$ cat src/rtl/core_pkg.sv
// Shared definitions for the RV32I multi-cycle core: sequencer state encoding
// and the opcode/ALU constants used by the decoder and ALU.
package core_pkg;

    typedef enum logic [2:0] {
        S_IDLE   = 3'd0,
        S_FETCH  = 3'd1,
        S_DECODE = 3'd2,
        S_EXEC   = 3'd3,
        S_WB     = 3'd4,
        S_HALT   = 3'd5
    } seq_state_t;

    localparam logic [6:0] OPC_RTYPE   = 7'h33;
    localparam logic [6:0] OPC_ITYPE   = 7'h13;
    localparam logic [3:0] ALU_ILLEGAL = 4'b1111;

endpackage

$ cat src/rtl/core_sequencer.sv
// Multi-cycle FETCH/DECODE/EXEC/WB sequencer: owns the PC, handshakes with
// instruction memory, and halts on illegal instructions or fetch timeout.
module core_sequencer
    import core_pkg::*;
#(
    parameter logic [31:0] RESET_PC     = 32'h0000_0000,
    parameter int unsigned IMEM_TIMEOUT = 255
) (
    input  logic        clk,
    input  logic        rst_n,
    output logic        imem_req,
    output logic [31:0] imem_addr,
    input  logic        imem_valid,
    input  logic [31:0] imem_rdata,
    output logic [31:0] inst,
    output logic [31:0] inst_addr,
    input  logic        dec_illegal,
    input  logic        exec_stall,
    output logic        rf_we,
    output logic        halted,
    output logic        fault,
    output logic [31:0] retire_count,
    output logic [2:0]  state_o
);

    seq_state_t  r_state;
    seq_state_t  w_next;
    logic [31:0] r_pc;
    logic [31:0] r_inst;
    logic [31:0] r_inst_addr;
    logic [31:0] r_retire;
    logic [7:0]  r_cnt;
    logic        r_fault;
    logic        w_timeout;

    // Timeout fires on the last permitted FETCH cycle; a valid in that cycle still wins.
    assign w_timeout = (r_cnt == 8'(IMEM_TIMEOUT - 1));

    always_comb begin
        w_next = r_state;
        case (r_state)
            S_IDLE:   w_next = S_FETCH;
            S_FETCH: begin
                if (imem_valid)     w_next = S_DECODE;
                else if (w_timeout) w_next = S_HALT;
            end
            S_DECODE: w_next = dec_illegal ? S_HALT : S_EXEC;
            S_EXEC:   if (!exec_stall) w_next = S_WB;
            S_WB:     w_next = S_FETCH;
            S_HALT:   w_next = S_HALT;
            default:  w_next = S_IDLE;
        endcase
    end

    always_ff @(posedge clk) begin
        if (!rst_n) begin
            r_state     <= S_IDLE;
            r_pc        <= RESET_PC;
            r_inst      <= 32'h0;
            r_inst_addr <= RESET_PC;
            r_retire    <= 32'h0;
            r_cnt       <= 8'h0;
            r_fault     <= 1'b0;
        end else begin
            r_state <= w_next;
            case (r_state)
                S_FETCH: begin
                    if (imem_valid) begin
                        r_inst      <= imem_rdata;
                        r_inst_addr <= r_pc;
                        r_cnt       <= 8'h0;
                    end else if (w_timeout) begin
                        r_fault <= 1'b1;
                        r_cnt   <= 8'h0;
                    end else begin
                        r_cnt <= r_cnt + 8'h1;
                    end
                end
                S_WB: begin
                    r_pc     <= r_pc + 32'd4;
                    r_retire <= r_retire + 32'd1;
                end
                default: ;
            endcase
        end
    end

    // Handshake and write strobes decode the registered state only.
    assign imem_req     = (r_state == S_FETCH);
    assign rf_we        = (r_state == S_WB);
    assign halted       = (r_state == S_HALT);
    assign imem_addr    = r_pc;
    assign inst         = r_inst;
    assign inst_addr    = r_inst_addr;
    assign fault        = r_fault;
    assign retire_count = r_retire;
    assign state_o      = r_state;

endmodule
$ cat config.mk
export PLATFORM = sky130hd
export DESIGN_NAME = core_sequencer
export DESIGN_NICKNAME = d
export VERILOG_FILES = /design/src/rtl/core_pkg.sv /design/src/rtl/core_sequencer.sv
export SDC_FILE = /design/constraint.sdc
export NUM_CORES = 1
export LEC_CHECK = 0
export CELL_PAD_IN_SITES_DETAIL_PLACEMENT = 1
export CELL_PAD_IN_SITES_GLOBAL_PLACEMENT = 1
export CORE_MARGIN = 1
export CORE_UTILIZATION = 37
export DETAILED_ROUTE_END_ITERATION = 10
export GPL_ROUTABILITY_DRIVEN = 1
export GPL_TIMING_DRIVEN = 0
export PLACE_DENSITY_LB_ADDON = 0.1
export SETUP_SLACK_MARGIN = 0.2
export SYNTH_ARGS = -nofsm -noshare
export SYNTH_HDL_FRONTEND = slang
export SYNTH_SLANG_ARGS = --single-unit
$ cat constraint.sdc
create_clock -name clk -period 4.7 [get_ports clk]
set_clock_uncertainty 0.1 [all_clocks]
set_input_delay 0.705 -clock clk [delete_from_list [all_inputs] [get_ports clk]]
set_output_delay 0.705 -clock clk [all_outputs]
set_load 0.005 [all_outputs]
**After elaboration in Yosys (flattened, before gate mapping)**

Index checks and enable logic that the tools add are counted.

- Register bits after elaboration: 140
- Input port bits: 37

- $add $sub $neg: 3
- Eq/ne operators: 8
- Multiplexer cells: 7
- Bitwise operators: 1
- Reductions and logical operators: 5

Operators by type and width:

| cell | count |
|---|---|
| adder 32 x 1 -> 32 bit, second input constant | 1 |
| adder 32 x 3 -> 32 bit, second input constant | 1 |
| two-way mux 8 bit | 2 |
| case mux 3 bit (5 select lines) | 1 |
| two-way mux 3 bit | 4 |
| adder 8 x 1 -> 8 bit, second input constant | 1 |
| equality test 8 bit, second input constant | 1 |
| equality test 3 x 2 -> 1 bit, second input constant | 2 |
| equality test 3 bit, second input constant | 2 |
| AND reduction 2 bit | 2 |
| equality test 3 x 1 -> 1 bit, second input constant | 1 |
| logical NOT 3 bit | 1 |
| inequality test 3 x 1 -> 1 bit, second input constant | 1 |
| AND reduction 3 bit | 1 |
| inequality test 2 bit, second input constant | 1 |
| OR reduction 2 bit | 1 |
| NOT 1 bit | 1 |

**Logic depth before layout (Yosys ltp)**

- Depth in word-level cells: 4
- Gate-level depth with buffers: 8
- Gate-level depth less buffers: 6

**Worst setup path before layout**

OpenSTA, ideal clock, no wires.

- Kind: reg-to-reg
- From: register r_state[2] (netlist: state_o[2])
- To: register r_retire[16] (netlist: retire_count[16])
- Library setup time: 0.070 ns
- Arrival time: 2.234 ns
- Data required time: 4.530 ns
- Path slack: 2.296 ns
- Cell stages (with the launch flop): 8
- Path through: dfxtp_1 -> buf_4 -> or3b_1 -> buf_6 -> or4_4 -> buf_6 -> or4_1 -> a21oi_1

- Word-level cells in the longest chain between the ends: 1

Ends and longest elaborated chain:

| element | RTL line | RTL |
|---|---|---|
| from (decl) | core_sequencer.sv:26 | `seq_state_t r_state;` |
| from (signal assigned) | core_sequencer.sv:65 | `r_state <= w_next;` |
| equality test 3 bit | core_sequencer.sv:66 | `case (r_state)` |
| to (signal assigned) | core_sequencer.sv:81 | `r_retire <= r_retire + 32'd1;` |
| to (decl) | core_sequencer.sv:31 | `logic [31:0] r_retire;` |

No other way between the ends.
A chain may end at the register's enable or synchronous reset.

**Final worst setup path**

- From: register r_state[0] (netlist: state_o[0])
- To: output port imem_req

- Word-level cells in the longest chain between the ends: 1

Ends and longest elaborated chain:

| element | RTL line | RTL |
|---|---|---|
| equality test 3 x 1 -> 1 bit | core_sequencer.sv:89 | `assign imem_req = (r_state == S_FETCH);` |
| to (decl) | core_sequencer.sv:11 | `output logic imem_req,` |

No other way between the ends.

==> flow_metrics.tcl <==
set metrics [dict create \
    dr.pass1.iters 4 \
    drc 0 \
    ir_drop_uv 282 \
    grt_max_degree 17 \
    fin_setup_tns_ns 0 \
    die_h_um 127 \
    end_kind "output pin" \
    p_leak_nw 2.69 \
    instances_no_fill 1095 \
    grt-ovfl-total 0 \
    wl_mm 19.7 \
    setup_viol 0 \
    cts-buffers-inserted 17 \
    placed_cells 1063 \
    drt_iter0_markers 260 \
    n_fill_cell 1830 \
    synthesis.area_sq_um 5740 \
    cp_common_cell "clkbuf_1" \
    slew_violations 0 \
    whs_path_depth 2 \
    rows 45 \
    cts.path.max_buffers 2 \
    final_util_pct 54.7 \
    powerDensity_nw_per_um2 340 \
    vias 5972 \
    min_path_type "reg2reg" \
    diodes 0 \
    crit_fanout 10 \
    status "finished, final reports clean" \
    critPathLaunch "state_o[0]" \
    die_x_um 127 \
    synth_warnings 0 \
    slew_headroom_pct 37.1 \
    root_buffer "clkbuf_16" \
    slowest_stage "clkdlybuf4s50_1" \
    cap_violations 0 \
    min_period_ns 3.30 \
    routedWlPerCell_um 18.0 \
    ant_nets 0 \
    rsz0062_at_grt "no" \
    cts_setup_buffers 0 \
    synth_seq_area_share_pct 47.5 \
    hold_viol_final 0 \
    hold_start "inst[21]" \
    dieArea_sq_um 16000 \
    insertion_delay_ns 0.43 \
    clock_sinks 136 \
    layout_setup_ws_ns 1.40 \
    grt_pass1_wl_mm 31.7 \
    coreArea_sq_um 15100 \
    post-place-ws_ns 1.61 \
    critPathKind "reg2out" \
    hpwl_mm 14.2 \
    first_global_vias 6044 \
    synth.distinct_cells 46 \
    cp-start-kind "flop" \
    syn_inst 705 \
    viasPerCell 5.45 \
    clk_pin_slew_worst_paths_ns 0.07 \
    start_util_pct 37.9 \
    min_period_over_period_pct 70.3 \
    max_clock_freq_mhz 303 \
    antenna_found_initial 0 \
    syn_avg_cell_area_sq_um 8.14 \
    tightest_slew_ns 0.939 \
    synth_flop_cell "dfxtp_1" \
    ff2ff_path_depth 7 \
    tritoncts "built" \
    nets 935 \
    slowest_delay_ns 0.59 \
    synth_edf_count 0 \
    timing.rr.start "state_o[0]" \
    async_reset_ff_share_pct 0 \
    areaGrowthSynthToFinish_pct 44.5 \
    track_usage_pct 25.2 \
    synth.ff_latch_count 136 \
    crit_required_ns 3.89 \
    worstPathArrival_ns 2.50 \
    htreeDepth 4 \
    num_io_pins 172 \
    final_layout_size_suffix_gt1_share_pct 4.96 \
    cts_hold_buf 0 \
    portBuffers 167 \
    critical_path.cell_chain "clkbuf_1, or3b_2, clkbuf_1, clkinv_1, clkdlybuf4s50_1" \
    cts_resized 0 \
    gp_congestion 0.803 \
]
==> state kept, by name, summed over array words and instances (netlist names) <==
register / count
fault: 1
state_o: 3
retire_count: 32
r_cnt: 8
inst_addr: 30
imem_addr: 30
inst: 32
==> cells by family after synthesis <==
family                     after synthesis  synth area share [%]
DFF                                    136                  47.5
other                                    1                0.0654
xor gates and xnor gates                21                  3.21
buffers and inverters                   60                  4.54
AOI/OAI and AO/OA                      162                  16.2
and+or+nand+nor                        318                  27.1
adders and majority gates                4                 0.873
muxes                                    3                 0.545
==> power by group <==
group | internal (mW) | switching [mW]
sequential | 1.17 | 0.0128
combinational | 0.0868 | 0.102
clock | 0.905 | 0.538
==> path summary, 6_finish.rpt <==
kind | slack [ns] | end
worst max-delay path | 1.40 | imem_req
worst min-delay path | 0.36 | inst[21]
worst max register to register | 1.70 | inst[13]
worst min register to register | 0.36 | inst[21]
==> layer usage <==
metal / vias up / track usage, % / routed length [um]
li1: 2863 / - / -
met1: 2917 / 31.7 / 8820
met2: 167 / 42.5 / 9570
met3: 25 / 5.40 / 975
met4: 0 / 9.43 / 295
met5: - / 0 / 0
==> cell usage after synthesis, drive strengths merged, types with 2 or more instances <==
cell	instances	share of area, %
or4	31	4.1
dfxtp	136	47
nor3	7	0.61
mux2i	2	0.35
clkinv	2	0.13
o211a	2	0.35
xor2	5	0.76
nand2b	2	0.22
and3	6	0.65
nand3	21	1.8
o31ai	29	3.8
nand4	17	1.9
a21o	3	0.39
clkbuf	40	2.6
o21a	2	0.26
and2	6	0.65
nor2	30	2.0
buf	7	1.0
or3b	2	0.31
xnor2	16	2.4
or3	10	1.1
o21ai	13	1.1
and4	9	1.4
nor4	9	0.98
a21oi	107	9.3
inv	11	0.72
nand2	163	11
ha	4	0.87
==> stage by stage <==
step / power [mW] / hold WS [ns] / cell area (sq um)
6_report: 2.82 / 0.355 / 8290
5_1_grt: 2.91 / 0.373 / 8290
4_1_cts: 2.84 / 0.358 / 8290
3_5_place_dp: 1.40 / 0.350 / 7650
3_3_place_gp: 1.39 / 0.342 / 7650
2_1_floorplan: 1.29 / 0.353 / 5750
==> placed cells by master (no fill, tap or decap), types with 16 or more instances in the layout <==
| cell type | synthesis | layout |
|---|---|---|
| clkbuf_1 | 39 | 39 |
| nand3_1 | 21 | 21 |
| or4_1 | 30 | 30 |
| clkbuf_16 | 0 | 17 |
| a21oi_1 | 107 | 107 |
| clkdlybuf4s50_1 | 0 | 167 |
| xnor2_1 | 16 | 16 |
| nor2_1 | 30 | 30 |
| nand4_1 | 17 | 17 |
| dfxtp_1 | 136 | 136 |
| o31ai_1 | 29 | 29 |
| nand2_1 | 163 | 163 |
==> area by class of cell <==
cell class / count / area [sq um] / share of cell area [%]
plain buffers: 47 / 211 / 2.55
clock buffers: 18 / 439 / 5.30
clock inverters: 14 / 198 / 2.38
inverters: 13 / 48.8 / 0.589
multi-input cells: 512 / 2760 / 33.3
flip-flops and latches: 136 / 2720 / 32.8
well taps: 188 / 235 / 2.84
repair buffers: 167 / 1670 / 20.2
==> critical path, delay by kind of cell (launching register included) <==
kind | cells | cell delay [ns]
buffers and inverters | 4 | 1.24
DFF | 1 | 0.35
and+or+nand+nor | 1 | 0.47
(Power assumes the default switching activity.)
==> RTL change 1: new RTL, same settings <==
Put one more register stage on the output `retire_count`, cleared by the reset. The value now appears one clock later. The other outputs are not delayed to match.
--- a/src/rtl/core_sequencer.sv
+++ b/src/rtl/core_sequencer.sv
@@ -94,5 +94,11 @@
     assign inst_addr    = r_inst_addr;
     assign fault        = r_fault;
-    assign retire_count = r_retire;
+    always_ff @(posedge clk) begin
+        if (!rst_n) begin
+            retire_count <= '0;
+        end else begin
+            retire_count <= r_retire;
+        end
+    end
     assign state_o      = r_state;
 
Check against the original RTL: not equivalent (Yosys sat finds a counterexample within 10 cycles, from zero or initial values and one cycle with rst_n low).
==> RTL change 1 against the unedited design <==
  * Wire length rose by 9.3%
  * Sequential share of layout area rose by 3.6 points
  * Maximum frequency decreased by 4.6%
  * Power grew 14%
  * Critical path type unchanged
  * Sequential cell count up 32
  * Die area up 15%
  * Clock power is 8% higher
  * Cell area is 11% higher
  * Area after synthesis grew 15%
  * Setup slack got worse by 160 ps
==> RTL change 1: results (changes against the unedited design) <==
stage	metric	value	unit	change
run_status	run_status	completed		
logic_synthesis	synth-xor-area-share	2.25	%	-0.96 points
routing	detail_route.vias_per_cell	5.31		-2.6%
finish	count_of_buffers_not_belonging_to_the_clock_network_in_the_layout	218		+1.9%
power_and_ir_drop	power_switching_share	21.3	%	-1.9 points
sta	clock.fmax	289	MHz	-4.6%
logic_synthesis	yosysSeqAreaShare	50.8	%	+3.3 points
placement	place_hpwl	15200	um	+7.6%
logic_synthesis	netlist_top_cells_count	168 x sky130_fd_sc_hd__dfxtp_1, 159 x sky130_fd_sc_hd__nand2_1, 104 x sky130_fd_sc_hd__a21oi_1		
grt	grt_first_pass_wirelength	34100	um	+7.5%
finish	nClkBuffers	22		+4
worst_setup_path	critPathArrivalTime	2660	ps	+160 ps
power_and_ir_drop	p_leak	3.15	nW	+17%
grt	grt_usage	23.7	%	-1.5 points
logic_synthesis	synth.lib_cells_used.distinct	48		+4.3%
routing	drt_first_iter_violations	253		-2.7%
finish	inv_count	12		-1
logic_synthesis	synth_fa_ha_area_share	0.756	%	-0.12 points
finish	final.fill_count	2035		+11%
logic_synthesis	netlist_top_cells_area	sky130_fd_sc_hd__dfxtp_1 51%, sky130_fd_sc_hd__nand2_1 9.0%, sky130_fd_sc_hd__a21oi_1 7.9%		
routing	route.detailed.wl_per_inst	17.9	um	-0.38%
grt	grt_pass1_vias	6618		+9.5%
worst_setup_path	maximum_cell_stage_delay_along_the_critical_path	550	ps	-40 ps
finish	multi_input_gate_share_of_total_cell_area	32.5	%	-0.87 points
finish	share_of_cell_area_taken_by_flip_flops_and_latches	36.4	%	+3.6 points
finish	post_route_cells_drive_above_1_share	5.43	%	+0.47 points
finish	seq_cell_count	168		+24%
==> RTL change 1: cell types whose count changed in the layout (fill, tap and decap cells not counted), sizes merged, moves of 5 or more <==
cell,change
mux2,+6
o21ai,+6
and2,+28
o31ai,-14
xnor2,-8
nand3,+8
dfxtp,+32
or3,+7
or4,-15
and3,+5
==> RTL change 1: layer usage <==
layer / vias up / wire length [um] / track usage (%)
li1: 3065 / - / -
met1: 3148 / 9120 / 27.6
met2: 140 / 11200 / 42.9
met3: 25 / 878 / 4.60
met4: 0 / 326 / 8.43
met5: - / 0 / 0
==> RTL change 1: power groups by stage <==
stage          Clock [W]  Sequential [W]  Combinational, W
2_1_floorplan          0         0.00148         0.0000843
3_3_place_gp           0         0.00148          0.000185
3_5_place_dp           0         0.00149          0.000192
4_1_cts          0.00158         0.00145          0.000195
5_1_grt          0.00164         0.00146          0.000212
6_report         0.00156         0.00145          0.000193
==> RTL change 1: cell families after synthesis <==
logic type / Yosys count
AO/OA/AOI/OAI: 152
adder cells (fa/ha/maj): 4
multiplexers: 12
AND/OR/NAND/NOR: 359
flip-flops: 168
buffers and inverters: 63
XOR/XNOR: 17
other: 1
==> RTL change 1: through the flow <==
stage	util (%)	worst slack (ps)	cells	instance area, um^2
4_1_cts	53.2	1210	1201	9240
5_1_grt	53.2	1100	1201	9240
3_3_place_gp	49.5	1600	1171	8590
6_report	53.2	1240	1201	9240
3_5_place_dp	49.5	1560	1171	8590
2_1_floorplan	-	2490	779	6630
==> RTL change 1: final timing paths <==
check / startpoint / to / slack [ps] / cells past startpoint
max: state_o[0] / rf_we / 1240 / 7
min: fault / fault / 350 / 2
max reg2reg: state_o[2] / inst_addr[10] / 2000 / 8
min reg2reg: fault / fault / 350 / 2
==> RTL change 2: new RTL, same flow settings <==
Made on the original files. Set the parameter `IMEM_TIMEOUT` to 127 (it was 255).
--- a/src/rtl/core_sequencer.sv
+++ b/src/rtl/core_sequencer.sv
@@ -5,5 +5,5 @@
 #(
     parameter logic [31:0] RESET_PC     = 32'h0000_0000,
-    parameter int unsigned IMEM_TIMEOUT = 255
+    parameter int unsigned IMEM_TIMEOUT = 127
 ) (
     input  logic        clk,
Behaviour: no difference found for any inputs over 10 cycles, from zero or initial values and one cycle with rst_n low; that may be too few to reach the edited logic, so the function may still have changed.
==> RTL change 2 against the unedited design <==
  * Wire length decreased by 0.39%
  * Hold slack got worse by 3.5 ps
  * First-iteration DRC count decreased by 3.5%
  * Maximum frequency increased by 5.7%
  * Setup slack improved by 180 ps
  * Non-clock buffer count increased by 1
  * Sequential cell count unchanged
  * Cell area increased by 0.56%
  * Area after synthesis increased by 0.72%
  * Power about the same
  * Largest cell class unchanged
==> RTL change 2: results (changes against the unedited design) <==
stage	metric	value	unit	change
sta	slew-limit-headroom	48.3	%	+11 points
placement	place_hpwl	14000	um	-1.0%
grt	use_met2	44.3	%	+1.8 points
routing	drt-pass1-iter-count	4		unchanged
worst_hold_path	min_path_type	register to register		
worst_setup_path	setup.worst_path.start_class	register		
worst_setup_path	critical_path.max_fanout	10		unchanged
worst_hold_path	min_to	inst_addr[30]		
clocking	clock_insertion_delay_worst_skew	420	ps	
grt	maximum_number_of_pins_on_one_net_before_global_route_repair	17		unchanged
worst_setup_path	reg2reg_to	inst[16]		
routing	route.detailed.wl_per_inst	17.9	um	-0.30%
logic_synthesis	yosysSeqAreaShare	47.1	%	-0.34 points
grt	grt_antenna_before_repair	0		unchanged
placement	preCtsSetupSlack	1790	ps	+178 ps
power_and_ir_drop	p_leak	2.77	nW	+3.0%
clocking	clk_pin_slew	60	ps	
placement	port_buffers	167		unchanged
logic_synthesis	ys_warn_count	0		unchanged
sta	finalCritPeriodShare	66.5	%	-3.8 points
logic_synthesis	netlist_top_cells_area	sky130_fd_sc_hd__dfxtp_1 47%, sky130_fd_sc_hd__nand2_1 11%, sky130_fd_sc_hd__a21oi_1 8.9%		
routing	routed-wl-met2	9900	um	+3.4%
worst_setup_path	critical_r2r_launch	state_o[0]		
clocking	clk_root_buffer_cell	sky130_fd_sc_hd__clkbuf_16		
routing	routedLengthMet1	8540	um	-3.2%
clocking	cts-root-to-sink-buffers	2		unchanged
logic_synthesis	synth.lib_cells_used.distinct	48		+4.3%
finish	final.fill_count	1827		-0.16%
clocking	postCtsSetupRepairBufs	0		unchanged
worst_hold_path	timing.hold.worst.start	inst_addr[30]		
grt	grt_usage	24.7	%	-0.54 points
worst_setup_path	crit_path_end	imem_req		
routing	dr_wl_met3	889	um	-8.8%
clocking	cts.repair.resized	0		unchanged
finish	net_total_in_the_final_layout	934		-0.11%
grt	grt.met3_usage	5.78	%	+0.38 points
logic_synthesis	netlist_top_cells_count	162 x sky130_fd_sc_hd__nand2_1, 136 x sky130_fd_sc_hd__dfxtp_1, 103 x sky130_fd_sc_hd__a21oi_1		
finish	antenna_cells_inserted	0		unchanged
logic_synthesis	asyncSetResetFlopFracSynth	0	%	unchanged
power_and_ir_drop	vdd.ir_drop.worst	0.250	mV	-11%
routing	drt_first_iter_violations	251		-3.5%
worst_setup_path	reg2reg_depth	7		unchanged
logic_synthesis	number_of_flops_mapped_to_enable_cells_by_yosys	0		unchanged
clocking	ctsHtreeMaxLevel	4		unchanged
grt	grt_first_pass_wirelength	31300	um	-1.5%
grt	grt_pass1_vias	6046		+0.033%
grt	grt.met1_usage	29.1	%	-2.6 points
run_status	run_status	completed		
worst_setup_path	critPathArrivalTime	2320	ps	-180 ps
routing	detail_route.vias_per_cell	5.42		-0.56%
finish	post_route_cells_drive_above_1_share	4.75	%	-0.22 points
routing	top_layer_used	met4		
clocking	tritoncts.num_buffers	17		unchanged
worst_hold_path	hold_depth	2		unchanged
placement	weighted_congestion_at_the_end_of_routability_driven_global_placement	0.763		-5.0%
-- RTL change 2: worst max-delay path, stage by stage, from the launching register on --
cell	delay (ps)
sky130_fd_sc_hd__dfxtp_1	390
sky130_fd_sc_hd__clkbuf_1	330
sky130_fd_sc_hd__nor3b_2	570
sky130_fd_sc_hd__clkdlybuf4s50_1	610
-- RTL change 2: cell type report --
type	count	area [um^2]	area share, %
Buffer	48	211	2.54
Clock buffer	24	502	6.02
Timing Repair Buffer	167	1670	20.1
Tap cell	188	235	2.82
Multi-Input combinational cell	512	2810	33.7
Clock inverter	8	140	1.68
Sequential cell	136	2720	32.7
Inverter	11	41.3	0.495
-- RTL change 2: cell families (layout without fill, tap and decap cells) --
| logic type | after synthesis | after routing | synth area share, % |
|---|---|---|---|
| other | 1 | 4 | 0.0649 |
| AOI/OAI and AO/OA | 154 | 154 | 15.3 |
| DFF | 136 | 136 | 47.1 |
| adders and majority gates | 4 | 4 | 0.866 |
| buffers and inverters | 59 | 258 | 4.37 |
| and+or+nand+nor | 321 | 321 | 27.6 |
| muxes | 8 | 8 | 1.43 |
| xor gates and xnor gates | 21 | 21 | 3.18 |
-- RTL change 2: stage by stage --
step	instances	utilization (%)	hold slack (ps)	cell area, um^2	power [W]
after global placement	1062	50.6	342	7690	0.00139
after CTS	1094	54.8	354	8340	0.00284
final	1094	54.8	352	8340	0.00282
after global routing	1094	54.8	368	8340	0.00291
after floorplan	707	-	353	5790	0.00129
after detailed placement	1062	50.6	347	7690	0.00140
-- RTL change 2: where the power goes --
part	switching [W]	leakage (nW)	internal [W]
Clock	0.000487	0.320	0.000955
Sequential	0.0000127	1.10	0.00117
Combinational	0.000103	1.35	0.0000873
Total	0.000602	2.77	0.00221
